--- config.mk ---
export PLATFORM = sky130hd
export DESIGN_NAME = pwm_mch
export DESIGN_NICKNAME = d
export VERILOG_FILES = /design/src/rtl/pwm_mch.sv
export SDC_FILE = /design/constraint.sdc
export NUM_CORES = 1
export LEC_CHECK = 0
export ABC_CLOCK_PERIOD_IN_PS = 7300
export CORE_ASPECT_RATIO = 2
export CORE_UTILIZATION = 55
export DETAILED_ROUTE_END_ITERATION = 8
export DONT_BUFFER_PORTS = 1
export PLACE_DENSITY_LB_ADDON = 0.25
export SLEW_MARGIN = 20
export SYNTH_ARGS = -nofsm -noshare
export SYNTH_HDL_FRONTEND = slang
export SYNTH_SLANG_ARGS = --single-unit
--- constraint.sdc ---
create_clock -name clk -period 7.3 [get_ports clk]
set_clock_uncertainty 0.2 [all_clocks]
set_input_delay 2.19 -clock clk [delete_from_list [all_inputs] [get_ports clk]]
set_output_delay 2.19 -clock clk [all_outputs]
set_load 0.03 [all_outputs]
--- src/rtl/pwm_mch.sv ---
// pwm_mch: multi-channel PWM generator with edge/center-aligned counting,
// per-channel output polarity and shadowed duty updates at the period boundary.
module pwm_mch #(
  parameter int unsigned NCH = 2,
  parameter int unsigned DW  = 7,
  parameter int unsigned PSW = 8
) (
  input  logic           clk,
  input  logic           rst,
  input  logic [PSW-1:0] prescale,
  input  logic           mode,
  input  logic [NCH-1:0] wr_en,
  input  logic           wr_ena,
  input  logic [DW-1:0]  wr_duty,
  input  logic [NCH-1:0] pol,
  output logic [NCH-1:0] pwm_o,
  output logic           period_end,
  output logic [NCH-1:0] upd_pend
);

  localparam logic [DW-1:0] CNT_MAX = {DW{1'b1}};

  typedef enum logic {
    DIR_UP = 1'b0,
    DIR_DN = 1'b1
  } dir_t;

  logic [PSW-1:0] r_pcnt;
  logic [DW-1:0]  r_cnt;
  logic [DW-1:0]  w_cnt_nxt;
  dir_t           r_dir;
  dir_t           w_dir_nxt;
  logic           r_mode;
  logic           w_mode_nxt;
  logic           w_tick;
  logic           w_bnd;
  logic           r_bnd;
  logic [NCH-1:0] r_ena;
  logic [DW-1:0]  r_duty_act [NCH];
  logic [DW-1:0]  r_duty_sh  [NCH];

  assign w_tick = (r_pcnt == prescale);

  // Prescaler, counter, direction and latched mode registers
  always_ff @(posedge clk or posedge rst) begin
    if (rst) begin
      r_pcnt <= '0;
      r_cnt  <= '0;
      r_dir  <= DIR_UP;
      r_mode <= 1'b0;
      r_bnd  <= 1'b0;
    end else begin
      r_pcnt <= w_tick ? '0 : r_pcnt + PSW'(1);
      r_cnt  <= w_cnt_nxt;
      r_dir  <= w_dir_nxt;
      r_mode <= w_mode_nxt;
      r_bnd  <= w_bnd;
    end
  end

  // Counter sequencing; center mode holds one tick at each end while dir flips
  always_comb begin
    w_cnt_nxt  = r_cnt;
    w_dir_nxt  = r_dir;
    w_mode_nxt = r_mode;
    w_bnd      = 1'b0;
    if (w_tick) begin
      if (!r_mode) begin
        w_cnt_nxt = r_cnt + DW'(1);
        w_bnd     = (r_cnt == CNT_MAX);
      end else begin
        case (r_dir)
          DIR_UP: begin
            if (r_cnt == CNT_MAX) w_dir_nxt = DIR_DN;
            else                  w_cnt_nxt = r_cnt + DW'(1);
          end
          DIR_DN: begin
            if (r_cnt == '0) w_bnd     = 1'b1;
            else             w_cnt_nxt = r_cnt - DW'(1);
          end
          default: w_dir_nxt = DIR_UP;
        endcase
      end
      if (w_bnd) begin
        w_cnt_nxt  = '0;
        w_dir_nxt  = DIR_UP;
        w_mode_nxt = mode;
      end
    end
  end

  // Delayed once more so period_end coincides with the first output of the new period
  always_ff @(posedge clk or posedge rst) begin
    if (rst) period_end <= 1'b0;
    else     period_end <= r_bnd;
  end

  // Per-channel enable, shadow/active duty and output flop
  always_ff @(posedge clk or posedge rst) begin
    if (rst) begin
      r_ena    <= '0;
      upd_pend <= '0;
      pwm_o    <= '0;
      for (int i = 0; i < int'(NCH); i++) begin
        r_duty_act[i] <= '0;
        r_duty_sh[i]  <= '0;
      end
    end else begin
      for (int i = 0; i < int'(NCH); i++) begin
        if (wr_en[i]) begin
          r_ena[i]     <= wr_ena;
          r_duty_sh[i] <= wr_duty;
          if ((wr_ena && !r_ena[i]) || w_bnd) begin
            r_duty_act[i] <= wr_duty;
            upd_pend[i]   <= 1'b0;
          end else begin
            upd_pend[i]   <= 1'b1;
          end
        end else if (w_bnd) begin
          r_duty_act[i] <= r_duty_sh[i];
          upd_pend[i]   <= 1'b0;
        end
        pwm_o[i] <= r_ena[i] ? ((r_cnt < r_duty_act[i]) ^ pol[i]) : pol[i];
      end
    end
  end

endmodule

==> impl_metrics.yaml, run 1 <==
status:
  outcome: "complete, no violations"
worst_setup_path:
  path_class: "primary input to register"
  cp.required_ns: 7.29
  crit_path_max_fanout: 13
  ff2ff_setup_slack_ns: 4.62
  critPathLaunchType: "primary input"
  worstPathArrival_ns: 4.00
  end_kind: "register"
synth:
  synthArstFlopShare: 1.00
  netlist_area_um2: 2690
  synth_ff_type: "dfrtp_1"
  yosysSeqAreaShare: 0.493
  yosysTopAreaCell: "dfrtp_1"
  synth_cells: 222
  synth_edf_count: 0
  synth_top_cell_area_share: 0.493
  avgSynthCellArea_um2: 12.1
  synth_commonest_cells: "dfrtp_1 (53), inv_1 (18), mux2_2 (18)"
  yosysMostFrequentCell: "dfrtp_1"
  synth.ff_latch_count: 53
  yosys_warnings: 0
  netlist_top_cells_area: "dfrtp_1 (49%), mux2_4 (7.8%), mux2_2 (7.5%)"
  synth_cell_types: 37
  mappedNetlistNets: 260
layout:
  drive_above_1_share: 0.208
  nFillCells: 411
  finalNonFillerCells: 281
  fin_nets: 263
  area_growth_pct: 5.54
  diodes: 0
  fin_util: 0.611
cts:
  htreeDepth: 2
  postCtsSetupBuffers: 0
  cts_buffer_depth: 2
  clkLatencyLatePin_ns: 0.30
  cts_made_buffers: 5
  cts_hold_repair.buffers: 0
  cts_tree: "yes"
  cts_resized: 0
  clkTransAtPathRegs_ns: 0.09
  clock-root-buffer: "clkbuf_8"
  clock-sinks: 53
placement:
  port_buffers: 0
  place_inst: 273
  gp_congestion: 0.833
  dp_hpwl_um: 3600
global_route:
  overflow: 0
  grt_pass1_vias: 1749
  track_usage: 0.221
  grt_pass1_wl_um: 8260
  grt_max_degree: 54
  antenna_found_initial: 0
timing:
  tns_ns: 0
  setup_viol: 0
  rsz0062_at_grt: "no"
  period_share: 0.550
  maxSlewHeadroom: 0.408
  final_max_slew_viol_count: 0
  worst_pin_slew_ns: 0.888
  finalHoldViolations: 0
  fmax_ghz: 0.249
  finalCriticalPeriod_ns: 4.01
die:
  num_rows: 35
  die_h_um: 101
  die_area_um2: 5190
  die_x_um: 51.4
  io-pin-count: 28
  start_util: 0.579
  core_area_um2: 4640
pwr:
  total_power_uw: 765
  power.density_nw_per_um2: 270
  ir_drop_uv: 151
  p_leak_nw: 1.30
worst_hold_path:
  holdCritPathClass: "register to register"
run:
  max-cap-violations: 0
route:
  route.vias.total: 1656
  routedWlPerCell_um: 17.4
  drtPass1Iterations: 6
  drt_first_iter_violations: 22
  drc: 0
  ant_nets: 0
  post_drt_via_cell_ratio: 5.89
  routed_wl_um: 4900
==> cells by family after synthesis <==
family,count (synthesis),synth area share
AND/OR/NAND/NOR,55,0.108
adder cells (fa/ha/maj),15,0.0698
XOR/XNOR,18,0.0586
multiplexers,33,0.157
AO/OA/AOI/OAI,26,0.0791
flip-flops,53,0.493
buffers and inverters,22,0.0335
==> power breakdown <==
group	switching (mW)	internal, mW
clock	0.0907	0.0858
sequential	0.0617	0.350
combinational	0.0788	0.0983
total	0.231	0.534
==> placed cells by master (no fill, tap or decap), types with 3 or more instances in the layout <==
cell type | netlist | final
dfrtp_1 | 53 | 53
a211oi_1 | 4 | 4
mux2_4 | 14 | 14
nand4_1 | 4 | 4
ha_1 | 15 | 15
nand2b_1 | 5 | 5
nand3_1 | 8 | 8
mux2_2 | 18 | 18
xor2_1 | 8 | 8
xnor2_1 | 10 | 10
and3_1 | 3 | 3
clkbuf_8 | 0 | 7
nand2_1 | 6 | 6
inv_1 | 18 | 17
a21oi_1 | 3 | 3
nor2_1 | 17 | 17
o21ai_0 | 6 | 6
==> worst max-delay path, cell delays in order <==
cell     delay, ns
xnor2_1       0.15
nand4_1       0.17
nor2_1        0.71
a32o_2        0.44
mux2_4        0.33
==> path summary, 6_finish.rpt <==
path,from,end,depth (start not counted)
worst min register to register,r_bnd$_DFF_PP0_,period_end$_DFF_PP0_,0
min in group asynchronous,rst,r_mode$_DFFE_PP0P_,1
worst max-delay path,prescale[7],r_duty_act[1]$_DFFE_PP0P_,5
max in group asynchronous,rst,r_duty_sh[8]$_DFFE_PP0P_,1
worst max register to register,r_cnt[2]$_DFFE_PP0P_,r_duty_act[1]$_DFFE_PP0P_,5
worst min-delay path,r_bnd$_DFF_PP0_,period_end$_DFF_PP0_,0
==> registers in the layout, summed over array words and instances, names as in the netlist <==
register	flops
period_end	1
pwm_o	2
r_bnd	1
r_cnt	7
r_dir	1
r_duty_act	14
r_duty_sh	14
r_ena	2
r_mode	1
r_pcnt	8
upd_pend	2
==> stage by stage <==
stage | area (um^2) | hold WS [ns] | setup WS [ns]
5_1_grt | 2840 | 0.163 | 3.12
6_report | 2840 | 0.153 | 3.29
2_1_floorplan | 2690 | 0.131 | 3.41
3_5_place_dp | 2740 | 0.136 | 2.94
3_3_place_gp | 2740 | 0.134 | 2.99
4_1_cts | 2840 | 0.157 | 3.27
==> final cells by class <==
cell class	instances	area (um^2)	share of cell area
sequential	53	1330	0.467
clock inverter	1	5.00	0.00176
multi-input combinational	147	1270	0.448
clock buffer	7	96.3	0.0340
inverter	18	68.8	0.0243
tap	55	68.8	0.0243
==> per-layer routing <==
layer	track usage	routed length [um]	up-vias
met5	0	0	-
met4	0.119	154	0
met3	0.0347	109	15
met2	0.396	2700	29
met1	0.239	1940	832
li1	-	-	780
Note: power is estimated with default switching activity, not from simulation.
==> run 2: changes to the inputs <==
--- a/config.mk
+++ b/config.mk
@@ -5,7 +5,7 @@
 export SDC_FILE = /design/constraint.sdc
 export NUM_CORES = 1
 export LEC_CHECK = 0
-export ABC_CLOCK_PERIOD_IN_PS = 7300
+export ABC_CLOCK_PERIOD_IN_PS = 4000
 export CORE_ASPECT_RATIO = 2
 export CORE_UTILIZATION = 55
 export DETAILED_ROUTE_END_ITERATION = 8
==> constraint.sdc (replaced) <==
create_clock -name clk -period 4 [get_ports clk]
set_clock_uncertainty 0.2 [all_clocks]
set_input_delay 1.2 -clock clk [delete_from_list [all_inputs] [get_ports clk]]
set_output_delay 1.2 -clock clk [all_outputs]
set_load 0.03 [all_outputs]
==> impl_metrics.yaml, run 2 (synthesis results as in run 1) <==
status:
  outcome: "complete, no violations"
timing:
  finalHoldViolations: 0
  rsz0062_at_grt: "no"
  period_share: 0.660
  finalCriticalPeriod_ns: 2.64
  setup_viol: 0
  tns_ns: 0
  fmax_ghz: 0.379
  final_max_slew_viol_count: 0
  hold_slack_ns: 0.158
  worst_pin_slew_ns: 0.894
  maxSlewHeadroom: 0.403
worst_setup_path:
  end_kind: "register"
  crit_path_max_fanout: 9
  crit-reg2reg-launch: "r_cnt[2]$_DFFE_PP0P_"
  cp.required_ns: 4.00
  crit_slowest_cell: "or4_4"
  path_class: "register to register"
  r2r-end: "r_duty_act[0]$_DFFE_PP0P_"
  worstPathArrival_ns: 2.64
  slowest_delay_ns: 0.53
  ff2ff_setup_slack_ns: 1.36
  setup.worst_path.start: "r_cnt[2]$_DFFE_PP0P_"
  critPathCapture: "r_duty_act[0]$_DFFE_PP0P_"
  critPathLaunchType: "register"
  reg2regPathDepth: 5
  crit_chain: "nand3b_2, or4_4, o22ai_4, a32o_2, mux2_4"
layout:
  layout_common_cells: "dfrtp_1 (53), mux2_2 (18), nor2_1 (17), inv_1 (17), ha_1 (15)"
  area_growth_pct: 6.65
  drive_above_1_share: 0.211
  fin_nets: 265
  diodes: 0
  reg_top3: "r_duty_act (14), r_duty_sh (14), r_pcnt (8)"
  final_common_cell: "dfrtp_1"
  nFillCells: 376
  final_cell_area_um2: 2870
cts:
  clkTransAtPathRegs_ns: 0.09
  cts_hold_repair.buffers: 0
  cts_made_buffers: 5
  cts_buffer_depth: 2
  cts_resized: 0
  clkLatencyLatePin_ns: 0.31
  cts_tree: "yes"
  postCtsSetupBuffers: 0
  clock-root-buffer: "clkbuf_8"
  htreeDepth: 2
  clock-sinks: 53
pwr:
  p_leak_nw: 1.31
  power.density_nw_per_um2: 505
  ir_drop_uv: 365
route:
  routed_wl_um: 4950
  ant_nets: 0
  drt_first_iter_violations: 14
  routedWlPerCell_um: 17.5
  route.vias.total: 1626
  drc: 0
  drtPass1Iterations: 4
  post_drt_via_cell_ratio: 5.75
die:
  die_area_um2: 5190
  io-pin-count: 28
  num_rows: 35
  die_h_um: 101
  core_area_um2: 4640
  start_util: 0.579
  die_x_um: 51.4
run:
  max-cap-violations: 0
worst_hold_path:
  holdCritPathClass: "register to register"
  hold_path_depth: 0
global_route:
  grt_pass1_vias: 1716
  grt_max_degree: 54
  grt_pass1_wl_um: 8180
  antenna_found_initial: 0
  overflow: 0
  track_usage: 0.222
placement:
  gp_congestion: 0.840
  place_area_um2: 2750
  dp_hpwl_um: 3610
  port_buffers: 0
## run 2: worst min path at each step
stage / from / endpoint / slack, ns
6_report: r_bnd$_DFF_PP0_ / period_end$_DFF_PP0_ / 0.16
3_3_place_gp: r_bnd$_DFF_PP0_ / period_end$_DFF_PP0_ / 0.14
5_1_grt: r_bnd$_DFF_PP0_ / period_end$_DFF_PP0_ / 0.18
2_1_floorplan: r_bnd$_DFF_PP0_ / period_end$_DFF_PP0_ / 0.13
3_5_place_dp: r_bnd$_DFF_PP0_ / period_end$_DFF_PP0_ / 0.14
4_1_cts: r_bnd$_DFF_PP0_ / period_end$_DFF_PP0_ / 0.16
## run 2: final cells by class
class | instances | area [um^2] | share of cell area
clock buffers | 7 | 86.3 | 0.0301
clock inverters | 1 | 30.0 | 0.0105
inverters | 18 | 68.8 | 0.0240
multi-input cells | 147 | 1270 | 0.444
flip-flops and latches | 53 | 1330 | 0.462
well taps | 55 | 68.8 | 0.0240
repair buffers | 2 | 15.0 | 0.00524
## run 2: metal layers
metal  share of wire  vias to the layer above  global-route usage  routed length (um)
met5               0                        -                   0                   0
met4           0.028                        0               0.112                 136
met3           0.021                       10              0.0392                 106
met2            0.56                       30               0.396                2770
met1            0.39                      803               0.242                1930
li1                -                      783                   -                   -
## run 2: where the power goes
group / internal [mW] / leakage, nW / switching [mW] / total (mW)
Sequential: 0.638 / 0.645 / 0.112 / 0.750
Clock: 0.204 / 0.0585 / 0.170 / 0.374
Combinational: 0.180 / 0.610 / 0.143 / 0.323
## run 2: per-stage QoR
step	worst slack, ns	utilization	power (mW)	instances
after floorplan	1.10	-	1.00	222
after global placement	1.04	0.592	1.07	275
after detailed placement	1.03	0.592	1.09	275
after CTS	1.35	0.618	1.46	283
after global routing	1.22	0.618	1.53	283
final	1.36	0.618	1.45	283
## run 2: worst max-delay path: cells and delay by family (launching register included)
kind | cells | cell delay, ns
AOI/OAI and AO/OA | 2 | 0.67
muxes | 1 | 0.33
DFF | 1 | 0.50
and+or+nand+nor | 2 | 0.83
==> run 3: changes to the inputs <==
--- a/config.mk
+++ b/config.mk
@@ -5,7 +5,7 @@
 export SDC_FILE = /design/constraint.sdc
 export NUM_CORES = 1
 export LEC_CHECK = 0
-export ABC_CLOCK_PERIOD_IN_PS = 4000
+export ABC_CLOCK_PERIOD_IN_PS = 2450
 export CORE_ASPECT_RATIO = 2
 export CORE_UTILIZATION = 55
 export DETAILED_ROUTE_END_ITERATION = 8
==> constraint.sdc (replaced) <==
create_clock -name clk -period 2.45 [get_ports clk]
set_clock_uncertainty 0.2 [all_clocks]
set_input_delay 0.735 -clock clk [delete_from_list [all_inputs] [get_ports clk]]
set_output_delay 0.735 -clock clk [all_outputs]
set_load 0.03 [all_outputs]
==> impl_metrics.yaml, run 3 (synthesis results as in run 1) <==
status:
  outcome: "complete, no violations"
die:
  die_area_um2: 5190
  start_util: 0.579
  io-pin-count: 28
  die_x_um: 51.4
  core_area_um2: 4640
  num_rows: 35
  die_h_um: 101
pwr:
  total_power_mw: 2.29
  p_leak_nw: 1.37
  clkPwrFrac: 0.214
  power.density_nw_per_um2: 773
  power_switching_uw: 692
  pwr-share-seq: 0.524
  switching_share: 0.303
  p_int_mw: 1.60
  pwr-share-comb: 0.261
  ir_drop_uv: 513
layout:
  regArea_um2: 1330
  layout_common_cells: "dfrtp_1 (53), mux2_2 (18), nor2_1 (17), inv_1 (17), ha_1 (15)"
  reg_top3: "r_duty_act (14), r_duty_sh (14), r_pcnt (8)"
  fin_nets: 278
  final_common_cell: "dfrtp_1"
  area_growth_pct: 10.1
  drive_above_1_share: 0.250
  nFillCells: 395
  diodes: 0
  multi_input_area_um2: 1270
  fin_util: 0.637
timing:
  finalHoldViolations: 0
  rsz0062_at_grt: "no"
  tns_ns: 0
  worst_pin_slew_ns: 0.397
  hold_slack_ns: 0.141
  finalCriticalPeriod_ns: 2.29
  setup_viol: 0
  maxSlewHeadroom: 0.735
  period_share: 0.937
  final_max_slew_viol_count: 0
  fmax_ghz: 0.436
placement:
  gp_congestion: 0.824
  dp_hpwl_um: 3840
  port_buffers: 0
route:
  routedWlPerCell_um: 17.2
  drtPass1Iterations: 4
  drt_first_iter_violations: 27
  ant_nets: 0
  routed_wl_um: 5080
  post_drt_via_cell_ratio: 5.76
  drc: 0
  route.vias.total: 1698
global_route:
  grt_pass1_wl_um: 8450
  grt_max_degree: 54
  overflow: 0
  grt_pass1_vias: 1770
  track_usage: 0.225
  antenna_found_initial: 0
worst_setup_path:
  cp.required_ns: 2.44
  crit_path_max_fanout: 8
  critPathLaunchType: "register"
  end_kind: "register"
  path_class: "register to register"
  worstPathArrival_ns: 2.29
cts:
  htreeDepth: 2
  cts_resized: 0
  clock-sinks: 53
  clkTransAtPathRegs_ns: 0.09
  clock-root-buffer: "clkbuf_8"
  clkLatencyLatePin_ns: 0.30
  cts_buffer_depth: 2
  cts_tree: "yes"
  cts_made_buffers: 5
run:
  max-cap-violations: 0
worst_hold_path:
  holdCritPathClass: "primary input to asynchronous set/reset pin"
==> run 3: changes by cell type in the layout (fill, tap and decap cells not counted) <==
cell,previous run,this run
buf_4,2,13
clkinv_2,1,0
buf_12,0,2
inv_2,0,1
bufinv_16,1,0
==> run 3: worst max-delay path: stages (launching register included) <==
cell and delay (ns):
dfrtp_1 0.38, nand3b_2 0.25, or4_4 0.53, o22ai_4 0.20, a32o_2 0.19, buf_12 0.14
mux2_4 0.30
==> run 3: power groups by stage <==
stage	clock network [mW]	logic, mW	registers, mW
global placement	0	0.588	1.21
floorplan	0	0.449	1.19
detailed placement	0	0.605	1.21
finish	0.491	0.598	1.20
global route	0.527	0.675	1.22
CTS	0.504	0.605	1.20
==> run 3: routing by layer <==
metal  track usage  wire [um]  vias up
met2         0.415       2890       29
li1              -          -      812
met1         0.245       1960      845
met3        0.0271         76       12
met5             0          0        -
met4        0.0998        155        0
==> run 3: path summary, 6_finish.rpt <==
path | end | cells after the start | slack [ns] | startpoint
max in group asynchronous | r_pcnt[1]$_DFF_PP0_ | 2 | 1.66 | rst
min in group clk | period_end$_DFF_PP0_ | 0 | 0.16 | r_bnd$_DFF_PP0_
min | r_bnd$_DFF_PP0_ | 2 | 0.14 | rst
max reg2reg | r_duty_act[2]$_DFFE_PP0P_ | 6 | 0.16 | r_cnt[2]$_DFFE_PP0P_
max | r_duty_act[2]$_DFFE_PP0P_ | 6 | 0.16 | r_cnt[2]$_DFFE_PP0P_
min reg2reg | period_end$_DFF_PP0_ | 0 | 0.16 | r_bnd$_DFF_PP0_
==> run 3: layout make-up <==
cell class,count,share of cell area
repair buffers,15,0.0465
flip-flops and latches,53,0.448
inverters,18,0.0228
well taps,55,0.0233
multi-input cells,147,0.430
clock buffers,7,0.0292
==> run 3: stage by stage <==
stage / cell area, um^2 / setup WS (ns) / instances
2_1_floorplan: 2690 / 0.0111 / 222
3_3_place_gp: 2850 / 0.0905 / 287
3_5_place_dp: 2850 / 0.0391 / 287
4_1_cts: 2940 / 0.0591 / 294
5_1_grt: 2960 / 0.0763 / 295
6_report: 2960 / 0.155 / 295
==> run 3: repair_timing <==
item,CTS,global route
setup endpoints to repair,0,7
hold buffers,0,0
buffers inserted,0,1
